[config.mk]
export PLATFORM = sky130hd
export DESIGN_NAME = event_readout
export DESIGN_NICKNAME = d
export VERILOG_FILES = /design/src/rtl/event_pkg.sv /design/src/rtl/sample_ring.sv /design/src/rtl/event_readout.sv
export SDC_FILE = /design/constraint.sdc
export NUM_CORES = 1
export LEC_CHECK = 0
export BUFFER_PORTS_ARGS = -buffer_cell sky130_fd_sc_hd__buf_2
export CAP_MARGIN = 30
export CORE_MARGIN = 1
export CORE_UTILIZATION = 50
export CTS_CLUSTER_SIZE = 25
export DETAILED_ROUTE_END_ITERATION = 16
export PLACE_DENSITY = 0.76
export SLEW_MARGIN = 0
export SYNTH_ARGS = -nofsm -noshare
export SYNTH_HDL_FRONTEND = slang
export SYNTH_SLANG_ARGS = --single-unit
[constraint.sdc]
create_clock -name clk_i -period 5.25 [get_ports clk_i]
set_input_delay 1.05 -clock clk_i [delete_from_list [all_inputs] [get_ports clk_i]]
set_output_delay 1.05 -clock clk_i [all_outputs]
set_load 0.01 [all_outputs]
[src/rtl/event_pkg.sv]
// ---------------------------------------------------------------------------
// event_pkg
// Shared definitions for the event readout block.
//   state_t          : readout FSM encoding (FILL, ARMED, POST, DRAIN)
//   DEF_*            : default geometry of one event window
//   EVENT_LEN        : beats per event for the default geometry
//   event_len()      : beats per event for any PRE/POST pair
// ---------------------------------------------------------------------------
package event_pkg;

  typedef enum logic [1:0] {
    ST_FILL  = 2'd0,
    ST_ARMED = 2'd1,
    ST_POST  = 2'd2,
    ST_DRAIN = 2'd3
  } state_t;

  localparam int DEF_MAX_SAMPLES  = 16;
  localparam int DEF_PRE_SAMPLES  = 4;
  localparam int DEF_POST_SAMPLES = 8;

  // One event = pre-trigger history, the trigger sample, post-trigger tail.
  localparam int EVENT_LEN = DEF_PRE_SAMPLES + 1 + DEF_POST_SAMPLES;

  function automatic int event_len(input int pre, input int post);
    return pre + 1 + post;
  endfunction

endpackage

[src/rtl/sample_ring.sv]
// ---------------------------------------------------------------------------
// sample_ring
// Simple dual-port sample store: one write port, one registered read port
// with read enable. Written so synthesis maps it onto block RAM.
//   clk_i    : clock, rising edge
//   rst_ni   : synchronous active-low reset (clears the read register only)
//   we_i     : write strobe
//   waddr_i  : write address
//   wdata_i  : write data
//   re_i     : read enable; read register updates only when high
//   raddr_i  : read address
//   rdata_o  : registered read data, holds while re_i is low
// ---------------------------------------------------------------------------
module sample_ring #(
  parameter int DEPTH = 16,
  parameter int AW    = $clog2(DEPTH),
  parameter int DW    = 14
) (
  input  logic          clk_i,
  input  logic          rst_ni,
  input  logic          we_i,
  input  logic [AW-1:0] waddr_i,
  input  logic [DW-1:0] wdata_i,
  input  logic          re_i,
  input  logic [AW-1:0] raddr_i,
  output logic [DW-1:0] rdata_o
);

  logic [DW-1:0] mem_q [DEPTH];
  logic [DW-1:0] rdata_q;

  // Storage itself is never reset so it stays a plain RAM array.
  always_ff @(posedge clk_i) begin
    if (we_i) begin
      mem_q[waddr_i] <= wdata_i;
    end
  end

  // Output register: the hold-while-disabled behaviour is what lets the
  // readout stall the stream without an extra skid buffer.
  always_ff @(posedge clk_i) begin
    if (!rst_ni) begin
      rdata_q <= '0;
    end else if (re_i) begin
      rdata_q <= mem_q[raddr_i];
    end
  end

  assign rdata_o = rdata_q;

endmodule

[src/rtl/event_readout.sv]
// ---------------------------------------------------------------------------
// event_readout
// Captures a stream of ADC samples into a ring, detects a rising threshold
// crossing, keeps PRE_SAMPLES of history plus POST_SAMPLES of tail, then
// streams the whole event out over a valid/ready port.
//   clk_i         : clock, rising edge
//   rst_ni        : synchronous active-low reset
//   data_i        : unsigned ADC sample
//   data_valid_i  : data_i carries a sample this cycle
//   threshold_i   : unsigned trigger level
//   arm_i         : level, trigger search permitted while high
//   out_data_o    : event sample stream
//   out_valid_o   : out_data_o is valid
//   out_ready_i   : downstream accepts a beat
//   out_last_o    : final beat of the event
//   busy_o        : event in progress (POST or DRAIN)
//   overrun_o     : sticky, a sample was dropped while draining
//   state_o       : current FSM state (debug)
//
// Output handshake: a beat transfers on a rising edge where out_valid_o and
// out_ready_i are both high. Once out_valid_o is raised, out_data_o,
// out_valid_o and out_last_o stay unchanged until that transfer happens.
// ---------------------------------------------------------------------------
module event_readout
  import event_pkg::*;
#(
  parameter int MAX_SAMPLES  = DEF_MAX_SAMPLES,
  parameter int ADDR_BITS    = $clog2(MAX_SAMPLES),
  parameter int DWIDTH       = 14,
  parameter int PRE_SAMPLES  = DEF_PRE_SAMPLES,
  parameter int POST_SAMPLES = DEF_POST_SAMPLES
) (
  input  logic              clk_i,
  input  logic              rst_ni,
  input  logic [DWIDTH-1:0] data_i,
  input  logic              data_valid_i,
  input  logic [DWIDTH-1:0] threshold_i,
  input  logic              arm_i,
  output logic [DWIDTH-1:0] out_data_o,
  output logic              out_valid_o,
  input  logic              out_ready_i,
  output logic              out_last_o,
  output logic              busy_o,
  output logic              overrun_o,
  output state_t            state_o
);

  localparam int EVT_LEN = event_len(PRE_SAMPLES, POST_SAMPLES);
  localparam int CNT_W   = $clog2(MAX_SAMPLES + 1);

  localparam logic [CNT_W-1:0]     PRE_CNT   = CNT_W'(PRE_SAMPLES);
  localparam logic [CNT_W-1:0]     POST_CNT  = CNT_W'(POST_SAMPLES);
  localparam logic [CNT_W-1:0]     EVT_CNT   = CNT_W'(EVT_LEN);
  localparam logic [CNT_W-1:0]     CNT_ONE   = CNT_W'(1);
  localparam logic [ADDR_BITS-1:0] LAST_ADDR = ADDR_BITS'(MAX_SAMPLES - 1);
  localparam logic [ADDR_BITS-1:0] PRE_ADDR  = ADDR_BITS'(PRE_SAMPLES);
  localparam logic [ADDR_BITS-1:0] WRAP_OFS  = ADDR_BITS'(MAX_SAMPLES - PRE_SAMPLES);

  // An event window larger than the ring would overwrite its own history.
  if (EVT_LEN > MAX_SAMPLES) begin : g_bad_geometry
    $error("event_readout: PRE_SAMPLES+1+POST_SAMPLES exceeds MAX_SAMPLES");
  end

  // Ring addresses wrap at MAX_SAMPLES, which need not be a power of two.
  function automatic logic [ADDR_BITS-1:0] addr_inc(input logic [ADDR_BITS-1:0] a);
    return (a == LAST_ADDR) ? '0 : a + ADDR_BITS'(1);
  endfunction

  // First address of the event window: trigger address minus the history
  // depth, modulo the ring size.
  function automatic logic [ADDR_BITS-1:0] win_start(input logic [ADDR_BITS-1:0] t);
    return (t >= PRE_ADDR) ? t - PRE_ADDR : t + WRAP_OFS;
  endfunction

  state_t              state_q;
  logic [ADDR_BITS-1:0] wr_addr_q;
  logic [ADDR_BITS-1:0] rd_addr_q;
  logic [ADDR_BITS-1:0] trig_addr_q;
  logic [CNT_W-1:0]     fill_cnt_q;
  logic [CNT_W-1:0]     post_cnt_q;
  logic [CNT_W-1:0]     rd_cnt_q;
  logic [DWIDTH-1:0]    prev_q;
  logic                 out_valid_q;
  logic                 out_last_q;
  logic                 busy_q;
  logic                 overrun_q;

  logic wr_en;
  logic trig_hit;
  logic rd_en;
  logic beat_done;

  // Writes are frozen while draining so the window being read stays intact.
  assign wr_en = data_valid_i && (state_q != ST_DRAIN);

  // Rising crossing only: the previously written sample must be below the
  // level, so a signal parked above threshold never retriggers.
  assign trig_hit = (state_q == ST_ARMED) && arm_i && data_valid_i &&
                    (prev_q < threshold_i) && (data_i >= threshold_i);

  // Issue a read when the output register is empty or is being emptied in
  // this same cycle; this gives one beat per cycle under continuous ready.
  assign rd_en = (state_q == ST_DRAIN) && (rd_cnt_q != EVT_CNT) &&
                 (!out_valid_q || out_ready_i);

  assign beat_done = out_valid_q && out_ready_i;

  sample_ring #(
    .DEPTH (MAX_SAMPLES),
    .AW    (ADDR_BITS),
    .DW    (DWIDTH)
  ) u_ring (
    .clk_i   (clk_i),
    .rst_ni  (rst_ni),
    .we_i    (wr_en),
    .waddr_i (wr_addr_q),
    .wdata_i (data_i),
    .re_i    (rd_en),
    .raddr_i (rd_addr_q),
    .rdata_o (out_data_o)
  );

  always_ff @(posedge clk_i) begin
    if (!rst_ni) begin
      state_q     <= ST_FILL;
      wr_addr_q   <= '0;
      rd_addr_q   <= '0;
      trig_addr_q <= '0;
      fill_cnt_q  <= '0;
      post_cnt_q  <= '0;
      rd_cnt_q    <= '0;
      prev_q      <= '0;
      out_valid_q <= 1'b0;
      out_last_q  <= 1'b0;
      busy_q      <= 1'b0;
      overrun_q   <= 1'b0;
    end else begin
      if (wr_en) begin
        wr_addr_q <= addr_inc(wr_addr_q);
        prev_q    <= data_i;
      end

      case (state_q)
        ST_FILL: begin
          // Gather enough history before a trigger may be accepted.
          if (data_valid_i) begin
            fill_cnt_q <= fill_cnt_q + CNT_ONE;
            if (fill_cnt_q + CNT_ONE >= PRE_CNT) begin
              state_q <= ST_ARMED;
            end
          end
        end

        ST_ARMED: begin
          if (trig_hit) begin
            trig_addr_q <= wr_addr_q;
            post_cnt_q  <= '0;
            busy_q      <= 1'b1;
            if (POST_SAMPLES == 0) begin
              state_q   <= ST_DRAIN;
              rd_addr_q <= win_start(wr_addr_q);
              rd_cnt_q  <= '0;
            end else begin
              state_q <= ST_POST;
            end
          end
        end

        ST_POST: begin
          if (data_valid_i) begin
            post_cnt_q <= post_cnt_q + CNT_ONE;
            if (post_cnt_q + CNT_ONE == POST_CNT) begin
              state_q   <= ST_DRAIN;
              rd_addr_q <= win_start(trig_addr_q);
              rd_cnt_q  <= '0;
            end
          end
        end

        ST_DRAIN: begin
          if (data_valid_i) begin
            overrun_q <= 1'b1;
          end
          if (rd_en) begin
            rd_addr_q   <= addr_inc(rd_addr_q);
            rd_cnt_q    <= rd_cnt_q + CNT_ONE;
            out_valid_q <= 1'b1;
            out_last_q  <= (rd_cnt_q == EVT_CNT - CNT_ONE);
          end else if (beat_done) begin
            // Only reached once every read is issued: the final beat.
            out_valid_q <= 1'b0;
            out_last_q  <= 1'b0;
            if (out_last_q) begin
              state_q    <= ST_FILL;
              fill_cnt_q <= '0;
              busy_q     <= 1'b0;
            end
          end
        end

        default: begin
          state_q <= ST_FILL;
        end
      endcase
    end
  end

  assign out_valid_o = out_valid_q;
  assign out_last_o  = out_last_q;
  assign busy_o      = busy_q;
  assign overrun_o   = overrun_q;
  assign state_o     = state_q;

endmodule

# After elaboration in Yosys (flattened, before gate mapping)
# Memories as Yosys holds them, arrays and structs flattened. A register that Yosys moved wholly into a read port is not among the register bits.
# Cells that the tools add are included.
# classes
mux,38
order_cmp,4
n_shift,0
bitwise_logic,0
add_sub_neg,7
eq_ne,18
n_reduce_logical,25
multipliers,0
div_mod_pow,0
# ops
operator,count
5-bit two-way mux,9
5-bit one-hot mux with 2 select lines,3
4-bit two-way mux,6
2-bit inequality test (second input constant),10
2-bit two-way mux,8
5-bit by 1-bit adder with 5-bit output (second input constant),3
14-bit greater-or-equal comparator,1
14-bit < comparator,1
5-bit by 4-bit equality test with 1-bit output (second input constant),2
5-bit AND reduction,2
2-bit nonzero test,5
1-bit two-way mux,9
4-bit by 1-bit adder with 4-bit output (second input constant),2
4-bit equality test (second input constant),2
1-bit logical AND,8
2-bit one-hot mux with 4 select lines,1
4-bit one-hot mux with 2 select lines,1
8-bit AND reduction,1
2-bit AND reduction,3
5-bit by 3-bit greater-or-equal comparator with 1-bit output (second input constant),1
5-bit by 4-bit inequality test with 1-bit output (second input constant),1
4-bit adder (second input constant),1
2-bit equality test (second input constant),2
4-bit by 3-bit greater-or-equal comparator with 1-bit output (second input constant),1
8 further kinds,9
# totals
mem_bits_ro,0
wordCells,105
latchBits,0
memories,1
mem_bits_rw,224
out_inout_bits,20
register_bits,47
inputBits,33
# memory_table
name,words,word_bits,rd,rd_clocked_by_memory_dff,wr,line,source
u_ring.mem_q,16,14,1,1,1,sample_ring.sv:29,logic [DW-1:0] mem_q [DEPTH];

# Depth between registers and ports, before layout
# Gate-level depths: netlist (run 1).
# depth
depth_word,7
ltp_mapped,9

# By module
# A second synthesis (run 1) with hierarchy kept.
# hier_totals
cells_unflattened,901
hier_area_um2,12160.4
# by_module_without_submodules
mod,area_per_inst_um2,cells_per_inst,instances
sample_ring,9197.6,534,1
event_readout,2962.8,367,1

# Least setup slack after synthesis (run 1)
# OpenSTA, ideal clock, no wires.
# synth_timing
path_type,input to register
from,input data_valid_i
to,"memory u_ring.mem_q[1][0], enable pin"
path_slack_ns,2.030
setup_ns,0.403
arrival_time_ns,2.817
stages,5
path_buffers,2
path_cell_list,buf_4 -> nor2b_1 -> clkbuf_1 -> nand2_1 -> nor3_1
# synth_between
elab_chain_cells,3
# synth_rtl
item,line,source
from (decl),event_readout.sv:36,"input logic data_valid_i,"
1-bit logical AND,event_readout.sv:94,assign wr_en = data_valid_i && (state_q != ST_DRAIN);
1-bit two-way mux,sample_ring.sv:34,if (we_i) begin
1-bit two-way mux (implied by the code),sample_ring.sv:35,mem_q[waddr_i] <= wdata_i;
to (decl),sample_ring.sv:29,
# No other way between the ends.

# Final worst setup path (run 1)
# layout_timing
from,register state_q[1] (netlist: state_o[1])
to,"memory u_ring.mem_q[2][12], enable pin"
# layout_between
elab_chain_cells,4
# layout_rtl
item,line,source
from (decl),event_readout.sv:75,state_t state_q;
from (signal assigned),event_readout.sv:125,state_q <= ST_FILL;
from (signal assigned),event_readout.sv:149,state_q <= ST_ARMED;
from (signal assigned),event_readout.sv:160,state_q <= ST_DRAIN;
2-bit inequality test,event_readout.sv:94,
1-bit logical AND,event_readout.sv:94,
1-bit two-way mux,sample_ring.sv:34,
1-bit two-way mux (implied by the code),sample_ring.sv:35,
# No other way between the ends.

==> run_results.csv, run 1 <==
group,metric,value,unit
worst_hold_path,min_to,"u_ring.rdata_o[1]",
critical_path,cp.arrival,3470,ps
critical_path,critical_path_class,"flip-flop to flip-flop",
clocking,hold_buffers,0,
routing,wirelength,25.63,mm
global_route,overflow,0,
critical_path,start_kind,"flip-flop",
routing,viasPerCell,5.779,
die,std_cell_rows,56,
critical_path,worst-endpoint-required,5500,ps
routing,drt_iter0_drc,657,
power,power_density,339.0,nW/um^2
sta,timing.fmax,0.3101,GHz
global_route,antenna_found_initial,0,
logic_synthesis,synth.avg_cell_area,15.54,sq um
die,ioPinCount,53,
layout,diodes,0,
logic_synthesis,synth_compound_area_share,5.559,%
global_route,first_global_vias,6657,
clocking,cts.clk_slew.worst_paths,60,ps
logic_synthesis,synth_xor_area_share,0.2920,%
routing,remaining_drc_errors,0,
logic_synthesis,synth-seq-cells,285,
logic_synthesis,ys_types,61,
worst_hold_path,hold_start,"u_ring.rdata_o[1]",
clocking,clock_sinks,285,
die,die_y,156.9,um
clocking,clk_path_buf_depth,3,
logic_synthesis,seq_area_frac_synth,66.25,%
critical_path,r2r_setup_slack,2030,ps
layout,drive_above_1_share,23.49,%
logic_synthesis,synth_fa_ha_area_share,4.380,%
worst_hold_path,hold_path.class,"flip-flop to flip-flop",
sta,final-hold-violation-count,0,
logic_synthesis,yosysMostFrequentCell,"edfxtp_1",
power,peakVddDrop,0.2860,mV
logic_synthesis,async_flop_share,0,%
logic_synthesis,synth_fp_nets,847,
sta,setup_viol,0,
clocking,htreeDepth,1,
run,cap_violations,0,
routing,ant_nets,0,
power,leakage,4.569,nW
sta,final.setup.tns,0,ps
critical_path,r2r_start,"state_o[1]",
outcome,outcome,"finished, final reports clean",
logic_synthesis,netlist_area,12000,sq um
clocking,clock_latency,550,ps
sta,worstMarginPinSlew,1022,ps
layout,area.growth.synth_to_final,13.31,%
routing,first_pass_iters,7,
sta,finalMaxSlewViolations,0,
sta,finClkSkew,9.930,ps
die,core-area,23470,sq um
clocking,cts-buffers-inserted,28,
layout,fillers,1729,
sta,timing.final.crit_share,61.42,%
clocking,clock-root-buffer,"clkbuf_16",
clocking,post_cts_buffers,0,
logic_synthesis,synthTopCellsByArea,"edfxtp_1 (56%), mux4_2 (13%), dfxtp_1 (10%)",
logic_synthesis,synthMuxAreaShare,13.75,%
logic_synthesis,ys.warnings.count,0,
die,start_util,51.11,%
placed_design,dpl.hpwl,15.78,mm
logic_synthesis,synth_flop_cell,"edfxtp_1",
global_route,grt_pass1_wl,39.45,mm
sta,period_needed,3224,ps
routing,post_drt_wl_per_cell,21.74,um
logic_synthesis,synthSimpleGateAreaFrac,7.499,%
sta,relSlewSlack,31.80,%
die,dieArea,24620,sq um
placed_design,portBuffers,52,
logic_synthesis,synth_top_cell_by_area,"edfxtp_1",
worst_hold_path,holdPathStages,2,
logic_synthesis,synth_top_area_share,56.07,%
global_route,track_usage,21.85,%
logic_synthesis,synth_enable_flop_cells,224,
sta,rsz0062_at_grt,"false",
critical_path,r2r_end,"u_ring.mem_q[2][12]",
routing,vias,6813,
routing,highest_layer,"met4",
global_route,grt_max_degree,43,
logic_synthesis,synth_cells,772,
critical_path,worst-r2r-cell-count,5,
critical_path,startpoint,"state_o[1]",
routing,met2_length,12.66,mm
die,die_x,156.9,um
routing,wl_met1,10.78,mm
critical_path,cp-end-kind,"flip-flop",
logic_synthesis,synth_top_family_by_area,"multiplexers",
routing,wl_met3,1.662,mm
layout,fin_nets,913,
logic_synthesis,synthTopCellsByCount,"edfxtp_1 (224), nand2_1 (85), mux4_2 (70)",
placed_design,place.gp.congestion,0.7678,
clocking,cts_resized,0,
layout,utilization,57.91,%
clocking,cts_tree,"built",
critical_path,crit_fanout,22,
==> cell usage in the layout (no fill, tap or decap), types with 12 or more instances in the layout <==
| master | instances |
|---|---|
| a21oi_1 | 57 |
| buf_2 | 52 |
| buf_4 | 21 |
| clkbuf_16 | 28 |
| dfxtp_1 | 59 |
| edfxtp_1 | 224 |
| ha_1 | 42 |
| inv_1 | 25 |
| mux4_2 | 70 |
| nand2_1 | 85 |
| nand3_1 | 21 |
| nor2_1 | 38 |
| o21ai_0 | 12 |
==> worst max-delay path, cell delays in order, from the launching register on <==
cell,delay (ps)
dfxtp_1,360
ha_1,490
nor2b_1,880
nand2_1,280
nor3_2,570
buf_4,320
==> worst max-delay path by stage <==
stage,endpoint,slack (ps),depth (start not counted)
2_1_floorplan,u_ring.mem_q[1][0],2030,5
3_3_place_gp,state_o[1],1660,9
3_5_place_dp,state_o[1],1600,9
4_1_cts,u_ring.mem_q[2][10],2050,5
5_1_grt,u_ring.mem_q[2][10],1800,5
6_report,u_ring.mem_q[2][12],2030,5
==> cell families (layout without fill, tap and decap cells) <==
| group | count (synthesis) | count (layout) |
|---|---|---|
| and+or+nand+nor | 193 | 193 |
| AOI/OAI and AO/OA | 106 | 106 |
| buffers and inverters | 65 | 153 |
| xor gates and xnor gates | 4 | 4 |
| DFF | 285 | 285 |
| adders and majority gates | 42 | 42 |
| muxes | 77 | 77 |
==> where the power goes <==
part / switching, W / internal [W] / leakage (nW) / total (W)
clock: 0.000851 / 0.00109 / 0.430 / 0.00194
combinational: 0.000120 / 0.0000709 / 1.62 / 0.000191
sequential: 0.0000169 / 0.00246 / 2.52 / 0.00248
total: 0.000988 / 0.00362 / 4.57 / 0.00461
==> cell type report <==
type	count	area, sq um	area share, %
sequential	285	7953	58.51
multi-input combinational	422	3796	27.93
clock buffer	32	715.7	5.265
timing repair buffer	75	457.9	3.369
tap	319	399.1	2.936
clock inverter	20	173.9	1.279
inverter	26	97.59	0.7180
==> metal layers <==
| metal | track usage, % | up-vias |
|---|---|---|
| li1 | - | 3116 |
| met4 | 5.369 | 0 |
| met5 | 0 | - |
| met1 | 30.44 | 3409 |
| met2 | 36.57 | 242 |
| met3 | 2.946 | 46 |
==> sequential cells by signal, indices dropped and copies added (netlist names) <==
signal          cells
post_cnt_q          5
prev_q             14
u_ring.rdata_o     14
rd_cnt_q            5
wr_addr_q           4
fill_cnt_q          5
out_valid_o         1
state_o             2
rd_addr_q           4
out_last_o          1
u_ring.mem_q      224
trig_addr_q         4
busy_o              1
overrun_o           1
==> per-stage QoR <==
| step | setup WS, ps | hold slack, ps | instances | power [W] | instance area, sq um |
|---|---|---|---|---|---|
| 2_1_floorplan | 2030 | 431.2 | 772 | 0.002635 | 12000 |
| 3_3_place_gp | 1657 | 441.3 | 1125 | 0.002710 | 12660 |
| 3_5_place_dp | 1604 | 444.9 | 1127 | 0.002719 | 12700 |
| 4_1_cts | 2049 | 454.1 | 1179 | 0.004634 | 13590 |
| 5_1_grt | 1801 | 475.2 | 1179 | 0.004752 | 13590 |
| 6_report | 2026 | 450.2 | 1179 | 0.004608 | 13590 |
Power figures use the tool's default switching activity.
==> inputs of run 2 (changes only) <==
--- a/config.mk
+++ b/config.mk
@@ -5,6 +5,7 @@
 export SDC_FILE = /design/constraint.sdc
 export NUM_CORES = 1
 export LEC_CHECK = 0
+export ABC_AREA = 1
 export BUFFER_PORTS_ARGS = -buffer_cell sky130_fd_sc_hd__buf_2
 export CAP_MARGIN = 30
 export CORE_MARGIN = 1
==> constraint.sdc (replaced) <==
create_clock -name clk_i -period 3 [get_ports clk_i]
set_input_delay 0.6 -clock clk_i [delete_from_list [all_inputs] [get_ports clk_i]]
set_output_delay 0.6 -clock clk_i [all_outputs]
set_load 0.01 [all_outputs]
==> run 2 against run 1 <==
Compared with the run above: routed wire length grew 14%; critical path type unchanged; total power up 110%; clock skew is 0.80 ps higher; fmax rose by 41%; area after synthesis increased by 3.8%; via count is 30% higher; register-to-register slack worse by 1300 ps; cell area is 3.6% higher; synthesized cell count rose by 55%; clock power increased by 86%; worst setup slack worse by 1300 ps.
==> run_results.csv, run 2 <==
group,metric,value,unit
placed_design,dpl_cell_area,13130,sq um
sta,period_needed,2280,ps
global_route,antenna_found_initial,0,
logic_synthesis,ys.warnings.count,0,
clocking,clk_path_buf_depth,3,
layout,fillers,2001,
clocking,clock_latency,530,ps
placed_design,place.gp.congestion,0.8326,
critical_path,critical-path-slowest-cell,"nor2_1",
routing,ant_nets,0,
critical_path,startpoint,"state_o[0]",
critical_path,cp.arrival,2520,ps
layout,final_cell_mix,"nor2_1 (284), edfxtp_1 (224), o21ai_0 (157), nand2_1 (120), inv_1 (75)",
routing,vias,8833,
global_route,grt_pass1_wl,46.42,mm
sta,finalMaxSlewViolations,0,
clocking,hold_buffers,0,
placed_design,dpl.hpwl,18.15,mm
global_route,track_usage,23.25,%
critical_path,cp-end-kind,"flip-flop",
logic_synthesis,synthTopCellsByArea,"edfxtp_1 (54%), dfxtp_1 (9.8%), nor2_1 (8.6%)",
logic_synthesis,synthSimpleGateAreaFrac,14.46,%
power,peakVddDrop,0.3302,mV
layout,fin_area,14080,sq um
logic_synthesis,synth_flop_cell,"edfxtp_1",
outcome,outcome,"finished, final reports clean",
sta,timing.fmax,0.4386,GHz
sta,setup_ws,720.0,ps
die,dieArea,25530,sq um
die,start_util,51.04,%
die,core-area,24390,sq um
routing,remaining_drc_errors,0,
clocking,cts_resized,0,
die,die_x,159.8,um
logic_synthesis,synth_fa_ha_area_share,4.221,%
placed_design,portBuffers,52,
layout,final_common_cell,"nor2_1",
logic_synthesis,synthTopCellsByCount,"nor2_1 (284), edfxtp_1 (224), o21ai_0 (157)",
critical_path,start_kind,"flip-flop",
power,power_density,689.4,nW/um^2
routing,post_drt_wl_per_cell,18.33,um
routing,first_pass_iters,6,
layout,area.growth.synth_to_final,13.13,%
global_route,first_global_vias,8563,
sta,final.setup.tns,0,ps
sta,worstMarginPinSlew,1004,ps
sta,rsz0062_at_grt,"false",
power,leakage,5.350,nW
layout,utilization,57.74,%
sta,relSlewSlack,32.82,%
worst_hold_path,hold_path.class,"input port to flip-flop",
global_route,overflow,0,
logic_synthesis,synth_enable_flop_cells,224,
routing,viasPerCell,5.521,
layout,largest_reg_flops,224,
sta,timing.final.crit_share,76.00,%
logic_synthesis,synth-seq-cells,285,
clocking,post_cts_buffers,0,
layout,diodes,0,
critical_path,crit_path_cell_trace,"ha_1 > inv_2 > nand2_1 > clkinv_1 > nand2_1 > nor2_1 > buf_4",
logic_synthesis,synth_cells,1198,
sta,finClkSkew,10.73,ps
sta,setup_viol,0,
critical_path,critPathMaxStageDelay,760,ps
critical_path,crit_top_cell,"nand2_1",
clocking,cts-buffers-inserted,28,
die,std_cell_rows,57,
logic_synthesis,synth_top_cell_by_area,"edfxtp_1",
logic_synthesis,async_flop_share,0,%
routing,drt_iter0_drc,952,
critical_path,critical_path_class,"flip-flop to flip-flop",
routing,wirelength,29.33,mm
logic_synthesis,ys_types,34,
worst_hold_path,hold_start,"data_valid_i",
clocking,clock_sinks,285,
logic_synthesis,netlist_area,12450,sq um
logic_synthesis,synthMuxAreaShare,0,%
clocking,cts_tree,"built",
die,ioPinCount,53,
logic_synthesis,synth_top_area_share,54.03,%
placed_design,place_ws,592.4,ps
logic_synthesis,synth.avg_cell_area,10.39,sq um
critical_path,worst-endpoint-required,3240,ps
critical_path,crit_fanout,8,
layout,drive_above_1_share,11.60,%
logic_synthesis,synth_fp_nets,1273,
die,die_y,159.8,um
clocking,htreeDepth,1,
critical_path,r2r_start,"state_o[0]",
sta,final-hold-violation-count,0,
logic_synthesis,synth_top_family_by_area,"simple AND/OR/NAND/NOR gates",
layout,fin_nets,1330,
logic_synthesis,yosysMostFrequentCell,"nor2_1",
clocking,cts.clk_slew.worst_paths,60,ps
logic_synthesis,synth_xor_area_share,0.5628,%
layout,regMostFlops,"u_ring.mem_q",
clocking,clock-root-buffer,"clkbuf_16",
logic_synthesis,seq_area_frac_synth,63.84,%
global_route,grt_max_degree,93,
logic_synthesis,synth_compound_area_share,12.03,%
run,cap_violations,0,
==> run 2: power breakdown <==
group | switching, W | internal, W
Sequential | 0.000127 | 0.00445
Clock | 0.00143 | 0.00217
Combinational | 0.00101 | 0.000522
Total | 0.00257 | 0.00714
==> run 2: kinds of logic (layout without fill, tap and decap cells) <==
family                   count (synthesis)  count (layout)
AND/OR/NAND/NOR                        458             458
flip-flops                             285             285
AO/OA/AOI/OAI                          264             264
buffers and inverters                  141             219
adder cells (fa/ha/maj)                 42              42
XOR/XNOR                                 8               8
==> run 2: layout make-up <==
cell class                      count  area (sq um)  share of cell area (%)
Sequential cell                   285          7955                   56.49
Multi-Input combinational cell    772          3894                   27.65
Clock buffer                       40         827.0                   5.872
Timing Repair Buffer               89         575.6                   4.087
Tap cell                          324         405.4                   2.878
Inverter                           79         296.5                   2.106
Clock inverter                     11         130.1                  0.9240
==> run 2: per-stage QoR <==
stage	power, W	instances	hold WS (ps)
5_1_grt	0.01012	1600	407.2
4_1_cts	0.009736	1600	388.1
3_5_place_dp	0.006183	1549	453.4
6_report	0.009709	1600	392.2
2_1_floorplan	0.005732	1198	429.3
3_3_place_gp	0.006140	1549	445.9
==> run 2: metal layers <==
layer  wire [um]  up-vias  global-route usage, %  share of wire, %
li1            -     4252                      -                 -
met1       12410     4253                  30.42                42
met2       14230      271                  39.24                49
met3        1666       57                  3.065               5.7
met4        1020        0                  9.524               3.5
met5           0        -                      0                 0
==> run 2: final timing paths <==
kind	to	depth (start not counted)	slack, ps
max	u_ring.mem_q[2][11]	7	720
min	overrun_o	3	390
max reg2reg	u_ring.mem_q[2][11]	7	720
min reg2reg	fill_cnt_q[4]	2	460
==> run 2: critical path: cells and delay by family, from the launching register on <==
kind	cells	cell delay [ps]
flops	1	350
buf+inv	3	460
fa+ha+maj	1	230
simple gates	3	940
